--- src/rtl/grid_pkg.sv ---
`default_nettype none
// ============================================================================
// Module      : grid_pkg
// Description : Shared definitions for the playfield-grid generator: mode
//               encoding, default 640x480 VGA timing and the coordinate width.
// Revision    : 1.0 - initial release
// ============================================================================
package grid_pkg;

  // Scan-coordinate width; covers 0..1023, enough for an 800x525 raster.
  localparam int unsigned COORD_W = 10;

  // Default 640x480 @ 60 Hz raster, blanking included.
  localparam int unsigned VGA_H_TOTAL  = 800;
  localparam int unsigned VGA_V_TOTAL  = 525;
  localparam int unsigned VGA_H_ACTIVE = 640;
  localparam int unsigned VGA_V_ACTIVE = 480;

  // Layer-enable modes, each one a superset of the previous.
  typedef enum logic [1:0] {
    GRID_OFF   = 2'b00,
    GRID_H     = 2'b01,
    GRID_HV    = 2'b10,
    GRID_HV_HL = 2'b11
  } grid_mode_e;

  // Last pixel covered by the final line of an axis.
  function automatic int unsigned line_span_end(
    input int unsigned first,
    input int unsigned pitch,
    input int unsigned thick,
    input int unsigned n
  );
    return first + (n - 1) * pitch + thick - 1;
  endfunction

endpackage
`default_nettype wire

--- src/rtl/grid_axis_tracker.sv ---
`default_nettype none
// ============================================================================
// Module      : grid_axis_tracker
// Description : Incremental line tracker for one scan axis. Keeps a phase
//               counter (mod PITCH) and a line index that follow the scan
//               coordinate, so line membership needs no per-line comparators.
//               All outputs describe the coordinate presented on coord_i,
//               i.e. the value the owning scan counter is about to load.
// Revision    : 1.0 - initial release
//
// Ports
//   clk_i          in   system clock
//   rst_ni         in   asynchronous reset, active-low
//   step_i         in   the axis coordinate advances to coord_i this cycle
//   restart_i      in   coord_i is the wrap back to 0
//   coord_i        in   next coordinate value
//   on_o           out  coord_i lies on one of the N lines
//   idx_o          out  line index (saturates at N past the last line)
//   inside_cell_o  out  coord_i lies strictly between line idx_o and idx_o+1
// ============================================================================
module grid_axis_tracker #(
  parameter int unsigned W     = 10,
  parameter int unsigned FIRST = 9,
  parameter int unsigned PITCH = 50,
  parameter int unsigned THICK = 9,
  parameter int unsigned N     = 13,
  parameter int unsigned IDX_W = $clog2(N + 1)
) (
  input  logic             clk_i,
  input  logic             rst_ni,
  input  logic             step_i,
  input  logic             restart_i,
  input  logic [W-1:0]     coord_i,
  output logic             on_o,
  output logic [IDX_W-1:0] idx_o,
  output logic             inside_cell_o
);

  localparam int unsigned PH_W = (PITCH > 1) ? $clog2(PITCH) : 1;

  localparam logic [W-1:0]     FIRST_C    = W'(FIRST);
  localparam logic [PH_W-1:0]  PH_LAST    = PH_W'(PITCH - 1);
  localparam logic [PH_W-1:0]  PH_THICK   = PH_W'(THICK);
  localparam logic [IDX_W-1:0] IDX_N      = IDX_W'(N);
  localparam logic [IDX_W-1:0] IDX_LAST_C = IDX_W'(N - 1);

  logic [PH_W-1:0]  phase_q, phase_d;
  logic [IDX_W-1:0] idx_q,   idx_d;
  logic             started_q, started_d;  // coordinate has reached FIRST

  always_comb begin
    phase_d   = phase_q;
    idx_d     = idx_q;
    started_d = started_q;
    if (step_i) begin
      // FIRST is checked before the wrap so FIRST==0 still starts line 0.
      if (coord_i == FIRST_C) begin
        started_d = 1'b1;
        phase_d   = '0;
        idx_d     = '0;
      end else if (restart_i) begin
        started_d = 1'b0;
        phase_d   = '0;
        idx_d     = '0;
      end else if (started_q) begin
        if (phase_q == PH_LAST) begin
          phase_d = '0;
          // Past the last line the index parks at N instead of wrapping,
          // which keeps the tail of the raster free of phantom lines.
          if (idx_q != IDX_N) begin
            idx_d = idx_q + 1'b1;
          end
        end else begin
          phase_d = phase_q + 1'b1;
        end
      end
    end
  end

  always_ff @(posedge clk_i or negedge rst_ni) begin
    if (!rst_ni) begin
      phase_q   <= '0;
      idx_q     <= '0;
      started_q <= 1'b0;
    end else begin
      phase_q   <= phase_d;
      idx_q     <= idx_d;
      started_q <= started_d;
    end
  end

  // Decoded from the next state so the owner can register the flags in the
  // same cycle it loads the matching coordinate.
  assign on_o          = started_d && (idx_d < IDX_N) && (phase_d < PH_THICK);
  assign inside_cell_o = started_d && (idx_d < IDX_LAST_C) && (phase_d >= PH_THICK);
  assign idx_o         = idx_d;

endmodule
`default_nettype wire

--- src/rtl/grid_line_gen.sv ---
`default_nettype none
// ============================================================================
// Module      : grid_line_gen
// Description : Playfield-grid generator for the 640x480 VGA path. Owns its
//               scan counters and produces, per pixel, horizontal-line,
//               vertical-line and blinking selected-cell flags for the colour
//               mux. Every output is registered and describes the same (x,y).
// Revision    : 1.0 - initial release
//
// Ports
//   clk_i          in   system clock
//   rst_ni         in   asynchronous reset, active-low
//   pix_en_i       in   pixel-rate strobe; all state advances only when 1
//   mode_i         in   00 off, 01 H lines, 10 H+V lines, 11 H+V+highlight
//   sel_row_i      in   selected cell row (latched at frame start)
//   sel_col_i      in   selected cell column (latched at frame start)
//   x_o / y_o      out  current pixel column / row
//   frame_start_o  out  set on the pixel update entering (0,0)
//   h_line_o       out  pixel is on a horizontal line
//   v_line_o       out  pixel is on a vertical line
//   highlight_o    out  pixel is inside the selected cell and blink is on
// ============================================================================
module grid_line_gen
  import grid_pkg::*;
#(
  parameter int unsigned H_TOTAL   = VGA_H_TOTAL,
  parameter int unsigned V_TOTAL   = VGA_V_TOTAL,
  parameter int unsigned X_LO      = 9,
  parameter int unsigned X_HI      = 630,
  parameter int unsigned Y_FIRST   = 78,
  parameter int unsigned X_FIRST   = 9,
  parameter int unsigned PITCH     = 50,
  parameter int unsigned THICK     = 9,
  parameter int unsigned N_HLINES  = 7,
  parameter int unsigned N_VLINES  = 13,
  parameter int unsigned BLINK_FRM = 30
) (
  input  logic               clk_i,
  input  logic               rst_ni,
  input  logic               pix_en_i,
  input  logic [1:0]         mode_i,
  input  logic [3:0]         sel_row_i,
  input  logic [3:0]         sel_col_i,
  output logic [COORD_W-1:0] x_o,
  output logic [COORD_W-1:0] y_o,
  output logic               frame_start_o,
  output logic               h_line_o,
  output logic               v_line_o,
  output logic               highlight_o
);

  localparam int unsigned Y_LAST   = line_span_end(Y_FIRST, PITCH, THICK, N_HLINES);
  localparam int unsigned X_LAST_V = line_span_end(X_FIRST, PITCH, THICK, N_VLINES);
  localparam int unsigned XI_W     = $clog2(N_VLINES + 1);
  localparam int unsigned YI_W     = $clog2(N_HLINES + 1);
  localparam int unsigned BK_W     = $clog2(BLINK_FRM + 1);
  localparam int unsigned CMP_W    = 16;

  localparam logic [COORD_W-1:0] X_MAX     = COORD_W'(H_TOTAL - 1);
  localparam logic [COORD_W-1:0] Y_MAX     = COORD_W'(V_TOTAL - 1);
  localparam logic [COORD_W-1:0] X_LO_C    = COORD_W'(X_LO);
  localparam logic [COORD_W-1:0] X_HI_C    = COORD_W'(X_HI);
  localparam logic [COORD_W-1:0] Y_FIRST_C = COORD_W'(Y_FIRST);
  localparam logic [COORD_W-1:0] Y_LAST_C  = COORD_W'(Y_LAST);
  localparam logic [BK_W-1:0]    BK_LAST   = BK_W'(BLINK_FRM - 1);

  // --------------------------------------------------------------------------
  // Elaboration-time geometry checks
  // --------------------------------------------------------------------------
  if (Y_LAST >= VGA_V_ACTIVE) begin : g_chk_ylast
    $error("grid_line_gen: last horizontal line ends outside the visible area");
  end
  if (X_LAST_V >= VGA_H_ACTIVE) begin : g_chk_xlast
    $error("grid_line_gen: last vertical line ends outside the visible area");
  end
  if (THICK >= PITCH) begin : g_chk_thick
    $error("grid_line_gen: THICK must be smaller than PITCH");
  end
  if ((N_HLINES < 2) || (N_VLINES < 2)) begin : g_chk_count
    $error("grid_line_gen: at least two lines are needed on each axis");
  end

  // --------------------------------------------------------------------------
  // State
  // --------------------------------------------------------------------------
  logic [COORD_W-1:0] x_q, x_d;
  logic [COORD_W-1:0] y_q, y_d;
  logic               x_wrap, y_wrap;

  logic [3:0]         sel_row_q, sel_row_d;
  logic [3:0]         sel_col_q, sel_col_d;
  logic [BK_W-1:0]    blink_cnt_q, blink_cnt_d;
  logic               blink_on_q, blink_on_d;

  logic               frame_start_q, frame_start_d;
  logic               h_line_q, h_line_d;
  logic               v_line_q, v_line_d;
  logic               highlight_q, highlight_d;

  logic               x_on, x_inside;
  logic [XI_W-1:0]    x_idx;
  logic               y_on, y_inside;
  logic [YI_W-1:0]    y_idx;

  // --------------------------------------------------------------------------
  // Scan counters
  // --------------------------------------------------------------------------
  always_comb begin
    x_wrap = (x_q == X_MAX);
    y_wrap = (y_q == Y_MAX);
    x_d    = x_wrap ? '0 : x_q + 1'b1;
    y_d    = y_q;
    if (x_wrap) begin
      y_d = y_wrap ? '0 : y_q + 1'b1;
    end
  end

  // --------------------------------------------------------------------------
  // Axis trackers: x follows every pixel, y steps once per line.
  // Vertical lines are positioned along x, horizontal lines along y.
  // --------------------------------------------------------------------------
  grid_axis_tracker #(
    .W     (COORD_W),
    .FIRST (X_FIRST),
    .PITCH (PITCH),
    .THICK (THICK),
    .N     (N_VLINES),
    .IDX_W (XI_W)
  ) u_x_axis (
    .clk_i         (clk_i),
    .rst_ni        (rst_ni),
    .step_i        (pix_en_i),
    .restart_i     (x_wrap),
    .coord_i       (x_d),
    .on_o          (x_on),
    .idx_o         (x_idx),
    .inside_cell_o (x_inside)
  );

  grid_axis_tracker #(
    .W     (COORD_W),
    .FIRST (Y_FIRST),
    .PITCH (PITCH),
    .THICK (THICK),
    .N     (N_HLINES),
    .IDX_W (YI_W)
  ) u_y_axis (
    .clk_i         (clk_i),
    .rst_ni        (rst_ni),
    .step_i        (pix_en_i & x_wrap),
    .restart_i     (y_wrap),
    .coord_i       (y_d),
    .on_o          (y_on),
    .idx_o         (y_idx),
    .inside_cell_o (y_inside)
  );

  // --------------------------------------------------------------------------
  // Frame-rate state and flag decode for the pixel being loaded
  // --------------------------------------------------------------------------
  always_comb begin
    frame_start_d = (x_d == '0) && (y_d == '0);

    // The selection only moves at a frame boundary so a cell never tears.
    sel_row_d = frame_start_d ? sel_row_i : sel_row_q;
    sel_col_d = frame_start_d ? sel_col_i : sel_col_q;

    blink_cnt_d = blink_cnt_q;
    blink_on_d  = blink_on_q;
    if (frame_start_d) begin
      if (blink_cnt_q == BK_LAST) begin
        blink_cnt_d = '0;
        blink_on_d  = ~blink_on_q;
      end else begin
        blink_cnt_d = blink_cnt_q + 1'b1;
      end
    end

    h_line_d = y_on && (x_d >= X_LO_C) && (x_d <= X_HI_C) &&
               (mode_i != GRID_OFF);
    v_line_d = x_on && (y_d >= Y_FIRST_C) && (y_d <= Y_LAST_C) && mode_i[1];

    // inside_cell is only true for indices below N-1, so an out-of-range
    // selection can never match.
    highlight_d = (mode_i == GRID_HV_HL) && blink_on_d &&
                  x_inside && y_inside &&
                  (CMP_W'(x_idx) == CMP_W'(sel_col_d)) &&
                  (CMP_W'(y_idx) == CMP_W'(sel_row_d));
  end

  // frame_start is held with everything else while pix_en_i is low, so the
  // output set stays coherent for downstream logic sampling on any cycle.
  always_ff @(posedge clk_i or negedge rst_ni) begin
    if (!rst_ni) begin
      x_q           <= '0;
      y_q           <= '0;
      sel_row_q     <= '0;
      sel_col_q     <= '0;
      blink_cnt_q   <= '0;
      blink_on_q    <= 1'b1;
      frame_start_q <= 1'b0;
      h_line_q      <= 1'b0;
      v_line_q      <= 1'b0;
      highlight_q   <= 1'b0;
    end else if (pix_en_i) begin
      x_q           <= x_d;
      y_q           <= y_d;
      sel_row_q     <= sel_row_d;
      sel_col_q     <= sel_col_d;
      blink_cnt_q   <= blink_cnt_d;
      blink_on_q    <= blink_on_d;
      frame_start_q <= frame_start_d;
      h_line_q      <= h_line_d;
      v_line_q      <= v_line_d;
      highlight_q   <= highlight_d;
    end
  end

  assign x_o           = x_q;
  assign y_o           = y_q;
  assign frame_start_o = frame_start_q;
  assign h_line_o      = h_line_q;
  assign v_line_o      = v_line_q;
  assign highlight_o   = highlight_q;

endmodule
`default_nettype wire

--- config.mk ---
export PLATFORM = sky130hd
export DESIGN_NAME = grid_line_gen
export DESIGN_NICKNAME = d
export VERILOG_FILES = /design/src/rtl/grid_pkg.sv /design/src/rtl/grid_axis_tracker.sv /design/src/rtl/grid_line_gen.sv
export SDC_FILE = /design/constraint.sdc
export NUM_CORES = 1
export LEC_CHECK = 0
export ABC_AREA = 1
export BUFFER_PORTS_ARGS = -buffer_cell sky130_fd_sc_hd__buf_4
export CAP_MARGIN = 20
export CORE_AREA = 2 2 102 104
export CTS_CLUSTER_DIAMETER = 120
export DETAILED_ROUTE_END_ITERATION = 7
export DIE_AREA = 0 0 104 106
export REMOVE_ABC_BUFFERS = 1
export SYNTH_ARGS = -nofsm -noshare
export SYNTH_HDL_FRONTEND = slang
export SYNTH_SLANG_ARGS = --single-unit
--- constraint.sdc ---
create_clock -name clk_i -period 3.22 [get_ports clk_i]
set_clock_uncertainty 0.05 [all_clocks]
set_input_delay 0.322 -clock clk_i [delete_from_list [all_inputs] [get_ports clk_i]]
set_output_delay 0.322 -clock clk_i [all_outputs]
set_load 0.005 [all_outputs]
# Word-level counts from Yosys, hierarchy flattened
# Index checks and enable logic that the tools add are counted.
# op_classes
n_bitwise	2
shifts	0
n_reduce_logical	24
eq_ne	12
n_div	0
n_mux	36
magnitude_cmp	12
multipliers	0
n_addsub	7
# ops
cell	n
2-to-1 mux 6 bit	10
2-to-1 mux 4 bit	8
2-to-1 mux 10 bit	3
adder 10 x 1 -> 10 bit, second input constant	2
equality test 10 bit, second input constant	2
logical AND 1 bit	20
logical NOT 10 bit	2
2-to-1 mux 3 bit	6
adder 6 x 1 -> 6 bit, second input constant	2
equality test 6 bit, second input constant	2
greater-or-equal comparator 6 x 4 -> 1 bit, second input constant	2
< comparator 6 x 4 -> 1 bit, second input constant	2
equality test 10 x 4 -> 1 bit, second input constant	1
equality test 10 x 7 -> 1 bit, second input constant	1
greater-or-equal comparator 10 x 4 -> 1 bit, second input constant	1
greater-or-equal comparator 10 x 7 -> 1 bit, second input constant	1
less-or-equal comparator 10 bit, second input constant	1
less-or-equal comparator 10 x 9 -> 1 bit, second input constant	1
< comparator 4 bit, second input constant	2
2-to-1 mux 1 bit	8
< comparator 3 bit, second input constant	2
adder 5 x 1 -> 5 bit, second input constant	1
equality test 5 bit, second input constant	1
2-to-1 mux 5 bit	1
11 further kinds	11
# totals
memories	0
mem_bits_ro	0
ramBits	0
output_inout_bits	24
ff_bits	59
input_bits	13
word_cells	109
latchBits	0

# Longest topological paths before layout
# logic_depth
word_depth	14
depth_mapped	21
mapped_depth_nobuf	21

# By module
# From an unflattened synthesis, not the netlist that was laid out.
# hier_totals
cells_unflattened	673
hier_area_um2	4558.1
# modules_own_cells
module	cells_each	area_each_um2	n_inst	seq_area_each_um2
grid_line_gen	415	2871.5	1	952.2
grid_axis_tracker (u_x_axis)	140	917.1	1	275.3
grid_axis_tracker (u_y_axis)	118	769.5	1	250.2

# Worst setup path before layout
# Ideal clock, no wire load.
# synth_path
path_type	register -> register
start	reg x_q[0], in the netlist x_o[0]
end	reg blink_cnt_q[4]
t_required_ns	3.045
slack_ns	0.693
path_stages_with_launch	16
arrival_ns	2.352
synth_period_minus_slack_ns	2.527
n_path_buf	1
cell_sequence	dfrtp_1 -> ha_1 -> nand2_4 -> nor2_8 -> nand3_4 -> buf_6 -> nor2_2 -> nand2_1 -> nand2_2 -> nand3_4 -> nor2_8 -> nand3_4 -> nor2_8 -> inv_4 -> nor4b_2 -> nor3_1
# synth_via
elab_chain_cells	5
word_cells_on_any_way	8
cone_classes	add/sub: 1; eq/ne: 1; mux: 2; reduce/logical: 4
# synth_lines
item	line	source
from (decl)	grid_line_gen.sv:86	logic [COORD_W-1:0] x_q, x_d;
from (signal assigned)	grid_line_gen.sv:195	x_q <= '0;
from (signal assigned)	grid_line_gen.sv:206	x_q <= x_d;
adder 10 x 1 -> 10 bit / equality test 10 bit (equally long branches)	grid_line_gen.sv:111, grid_line_gen.sv:109	
2-to-1 mux 10 bit, on equally long branches	grid_line_gen.sv:111, grid_line_gen.sv:113	
logical NOT 10 bit	grid_line_gen.sv:162	frame_start_d = (x_d == '0) && (y_d == '0);
logical AND 1 bit (*)	grid_line_gen.sv:162	
AND reduction 2 bit (no line) (*)	-	
to (signal assigned)	grid_line_gen.sv:210	blink_cnt_q <= blink_cnt_d;
to (decl)	grid_line_gen.sv:92	logic [BK_W-1:0] blink_cnt_q, blink_cnt_d;
# Mark *: on every way between the ends. The rest lies on a longest branch, timed or not.
# A chain may end at the register's enable or synchronous reset.

# Final worst setup path
# layout_path
start	reg x_q[1], in the netlist x_o[1]
end	reg blink_cnt_q[4]
# Same word-level chain as after synthesis.

==> load_flow_metrics.sql <==
INSERT INTO impl_metrics (metric_group, metric, value, unit) VALUES
('outcome', 'outcome', 'finished clean', ''),
('timing', 'slew_violations', '0', ''),
('setup_path', 'crit_path_start_kind', 'flip-flop', ''),
('grt', 'global_route.overflow_total', '0', ''),
('grt', 'grtUsageTotal', '20.98', '%'),
('power_and_ir_drop', 'worst_ir_drop_vdd', '323.4', 'uV'),
('timing', 'slew-limit-headroom', '48.58', '%'),
('layout', 'fin_nets', '679', ''),
('floorplan', 'placeableCoreArea', '10000', 'um2'),
('logic_synthesis', 'async_flop_share', '100.0', '%'),
('setup_path', 'setup.worst_path.end_class', 'flip-flop', ''),
('power_and_ir_drop', 'power-per-cell-area', '513.8', 'nW/um2'),
('placed_design', 'place.port_buffers', '36', ''),
('layout', 'layout.cells.most_common_list', 'sky130_fd_sc_hd__nand2_1 (167), sky130_fd_sc_hd__inv_1 (69), sky130_fd_sc_hd__dfrtp_1 (58)', ''),
('floorplan', 'die_width', '104', 'um'),
('floorplan', 'design.portCount', '37', ''),
('cts', 'buffer_cell_driving_the_clock_tree_root', 'sky130_fd_sc_hd__clkbuf_8', ''),
('cts', 'cts_buffers', '9', ''),
('setup_path', 'crit_path_max_fanout', '10', ''),
('logic_synthesis', 'synth.yosys.warnings', '0', ''),
('logic_synthesis', 'ff_latch_count_synth', '59', ''),
('timing', 'fin_crit_sh', '91.20', '%'),
('logic_synthesis', 'synth_top_cells_by_area', 'sky130_fd_sc_hd__dfrtp_1 (33%), sky130_fd_sc_hd__nand2_1 (14%), sky130_fd_sc_hd__nand3_1 (6.1%), sky130_fd_sc_hd__inv_1 (5.9%), sky130_fd_sc_hd__o21ai_0 (4.8%)', ''),
('power_and_ir_drop', 'cellLeakagePower', '2.455', 'nW'),
('layout', 'diodes', '0', ''),
('logic_synthesis', 'synth_enable_flop_cells', '0', ''),
('timing', 'grt_setup_unrepaired', 'false', ''),
('cts', 'htreeDepth', '3', ''),
('grt', 'grt_pass1_wl', '18740', 'um'),
('cts', 'tritoncts_clock_tree', 'yes', ''),
('logic_synthesis', 'netlist_instances', '608', ''),
('logic_synthesis', 'dominantRegCellSynth', 'sky130_fd_sc_hd__dfrtp_1', ''),
('grt', 'largest_net_degree_at_the_start_of_global_routing', '60', ''),
('hold_path', 'worstHoldPathType', 'in -> async', ''),
('layout', 'final_layout_size_suffix_gt1_share', '17.07', '%'),
('setup_path', 'required', '3.40', 'ns'),
('detailed_routing', 'dr_total_vias', '4049', ''),
('timing', 'fin_tns_setup', '0', 'ns'),
('run', 'max-cap-violations', '0', ''),
('floorplan', 'design.die.area', '11020', 'um2'),
('setup_path', 'setup.worst_path.start', 'x_o[1]$_DFFE_PN0P_', ''),
('timing', 'final-setup-viol-count', '0', ''),
('grt', 'first_global_vias', '3979', ''),
('cts', 'clk-insertion-delay-late', '0.34', 'ns'),
('floorplan', 'core.rowCount', '37', ''),
('logic_synthesis', 'netlist_area', '4375', 'um2'),
('cts', 'clock_sink_count', '59', ''),
('logic_synthesis', 'yosys.area.top_type_share', '33.17', '%'),
('timing', 'period_minus_slack', '2.937', 'ns'),
('setup_path', 'critPathArrivalTime', '3.11', 'ns'),
('layout', 'nFillCells', '1004', ''),
('cts', 'clk_transition_reported_paths', '0.07', 'ns'),
('floorplan', 'floorplan.initialDensity', '43.76', '%'),
('detailed_routing', 'dr.pass1.iters', '5', ''),
('setup_path', 'critical_path_class', 'reg -> reg', ''),
('grt', 'antenna_violations_before_repair', '0', ''),
('detailed_routing', 'post_drt_wl_per_cell', '13.87', 'um'),
('placed_design', 'dp_hpwl', '8045', 'um'),
('logic_synthesis', 'netlist.top_cell.by_area', 'sky130_fd_sc_hd__dfrtp_1', ''),
('logic_synthesis', 'post_synth.cell_area_avg', '7.196', 'um2'),
('floorplan', 'chipHeight', '106', 'um'),
('detailed_routing', 'via_per_inst', '5.112', ''),
('layout', 'mostFrequentLayoutCell', 'sky130_fd_sc_hd__nand2_1', ''),
('detailed_routing', 'ant_nets', '0', ''),
('detailed_routing', 'detail_route.wirelength', '10980', 'um'),
('timing', 'tightest_slew', '0.7714', 'ns'),
('cts', 'clock_tree.buffer_depth', '2', ''),
('setup_path', 'beginning_of_the_worst_register_to_register_path', 'x_o[1]$_DFFE_PN0P_', ''),
('placed_design', 'routabilityCongestion', '0.8842', ''),
('detailed_routing', 'drc', '0', ''),
('timing', 'finalHoldViolCount', '0', ''),
('timing', 'maxClockFrequency', '340.5', 'MHz'),
('power_and_ir_drop', 'finalPower', '0.002578', 'W'),
('layout', 'area_growth', '14.70', '%'),
('detailed_routing', 'dr.first_iter.drc_count', '216', ''),
('logic_synthesis', 'synth-seq-area-share', '33.77', '%'),
('logic_synthesis', 'synth_cell_types', '48', '');
==> cells in the mapped netlist (2+ instances only) <==
master,instances
sky130_fd_sc_hd__a21oi_1,13
sky130_fd_sc_hd__a31oi_1,5
sky130_fd_sc_hd__and3_1,2
sky130_fd_sc_hd__buf_1,2
sky130_fd_sc_hd__buf_2,3
sky130_fd_sc_hd__buf_6,2
sky130_fd_sc_hd__clkbuf_1,4
sky130_fd_sc_hd__dfrtp_1,58
sky130_fd_sc_hd__ha_1,15
sky130_fd_sc_hd__inv_1,69
sky130_fd_sc_hd__inv_2,4
sky130_fd_sc_hd__inv_4,2
sky130_fd_sc_hd__nand2_1,167
sky130_fd_sc_hd__nand2_2,11
sky130_fd_sc_hd__nand2_4,3
sky130_fd_sc_hd__nand3_1,53
sky130_fd_sc_hd__nand3_2,2
sky130_fd_sc_hd__nand3_4,5
sky130_fd_sc_hd__nand3b_1,4
sky130_fd_sc_hd__nand4_1,20
sky130_fd_sc_hd__nor2_1,52
sky130_fd_sc_hd__nor2_2,8
sky130_fd_sc_hd__nor2_4,5
sky130_fd_sc_hd__nor2_8,5
sky130_fd_sc_hd__nor3_1,9
sky130_fd_sc_hd__nor3b_2,2
sky130_fd_sc_hd__o2111ai_1,2
sky130_fd_sc_hd__o21ai_0,42
sky130_fd_sc_hd__o21ai_1,7
sky130_fd_sc_hd__o21ai_2,3
sky130_fd_sc_hd__o21bai_1,3
sky130_fd_sc_hd__o22ai_1,2
sky130_fd_sc_hd__xor2_1,9
==> logic make-up (layout without fill, tap and decap cells) <==
| family | after synthesis | count (layout) | synth area share (%) |
|---|---|---|---|
| mux | 1 | 1 | 0.2288 |
| xor+xnor | 10 | 10 | 2.002 |
| buf+inv | 87 | 134 | 8.006 |
| compound gates | 82 | 82 | 10.52 |
| fa+ha+maj | 15 | 15 | 4.289 |
| simple gates | 354 | 355 | 41.18 |
| flops | 59 | 59 | 33.77 |
==> stage by stage <==
step	instance area (um2)	worst slack [ns]	hold WS, ns	util, %	instances
after floorplan	4315	0.5005	-0.02359	-	597
after global placement	4778	0.2420	0.4074	47.79	772
after detailed placement	4778	0.1988	0.4144	47.79	772
after CTS	4986	0.1772	0.04139	49.86	788
after global routing	5019	0.01439	0.07465	50.19	792
final	5019	0.2835	0.01252	50.19	792
==> layer usage <==
| metal | up-vias | global-route usage [%] | part of all wire, % |
|---|---|---|---|
| met2 | 98 | 34.35 | 47 |
| met1 | 1856 | 28.26 | 47 |
| met4 | 0 | 6.371 | 1.6 |
| li1 | 2082 | - | - |
| met5 | - | 0 | 0 |
| met3 | 13 | 3.985 | 4.6 |
==> power by group <==
group	switching [W]	total (W)	leakage, nW	internal, W
Sequential	0.000150	0.000992	0.753	0.000843
Clock	0.000307	0.000728	0.107	0.000421
Combinational	0.000532	0.000858	1.60	0.000326
==> timing repair <==
item / CTS / global route
endpoints found under the setup margin: 0 / 2
gates resized for setup: 0 / 0
hold buffers: 0 / 0
buffers inserted: 0 / 3
==> worst max-delay path: stages (launching register included) <==
cell and delay, ns:
sky130_fd_sc_hd__dfrtp_1 0.45, sky130_fd_sc_hd__ha_1 0.25, sky130_fd_sc_hd__nand2_4 0.10, sky130_fd_sc_hd__nor2_8 0.16
sky130_fd_sc_hd__nand2_2 0.09, sky130_fd_sc_hd__nor2_4 0.25, sky130_fd_sc_hd__nand2_1 0.09, sky130_fd_sc_hd__nand2_1 0.20
sky130_fd_sc_hd__nand2_1 0.14, sky130_fd_sc_hd__nor2_4 0.25, sky130_fd_sc_hd__nand3_4 0.20, sky130_fd_sc_hd__nor2_8 0.21
sky130_fd_sc_hd__inv_4 0.09, sky130_fd_sc_hd__nor4b_2 0.21, sky130_fd_sc_hd__nor3_1 0.07
==> layout make-up <==
class                      instances  area (um2)  share of cell area (%)
inverter                          76       290.3                   5.784
clock buffer                      14       172.7                   3.441
multi-input combinational        463        2557                   50.96
clock inverter                     2       35.03                  0.6981
sequential                        59        1478                   29.44
tap                              136       170.2                   3.391
timing repair buffer              42       315.3                   6.283
==> worst paths after layout <==
path | endpoint | slack [ns] | depth (start not counted)
min reg2reg | sel_col_q[2]$_DFFE_PN0P_ | 0.43 | 2
max reg2reg | blink_cnt_q[4]$_DFFE_PN0P_ | 0.28 | 14
min | x_o[6]$_DFFE_PN0P_ | 0.01 | 1
max in group asynchronous | sel_col_q[1]$_DFFE_PN0P_ | 2.60 | 1
min in group clk_i | sel_col_q[2]$_DFFE_PN0P_ | 0.15 | 3
max | blink_cnt_q[4]$_DFFE_PN0P_ | 0.28 | 14
==> registers in the layout, indices dropped and copies added (netlist names), 3 cells and up <==
signal and cells:
u_y_axis.idx_q 3, u_x_axis.idx_q 4, sel_row_q 4, u_y_axis.phase_q 6
x_o 10, u_x_axis.phase_q 6, y_o 10, sel_col_q 4
blink_cnt_q 5
(Power assumes the default switching activity.)
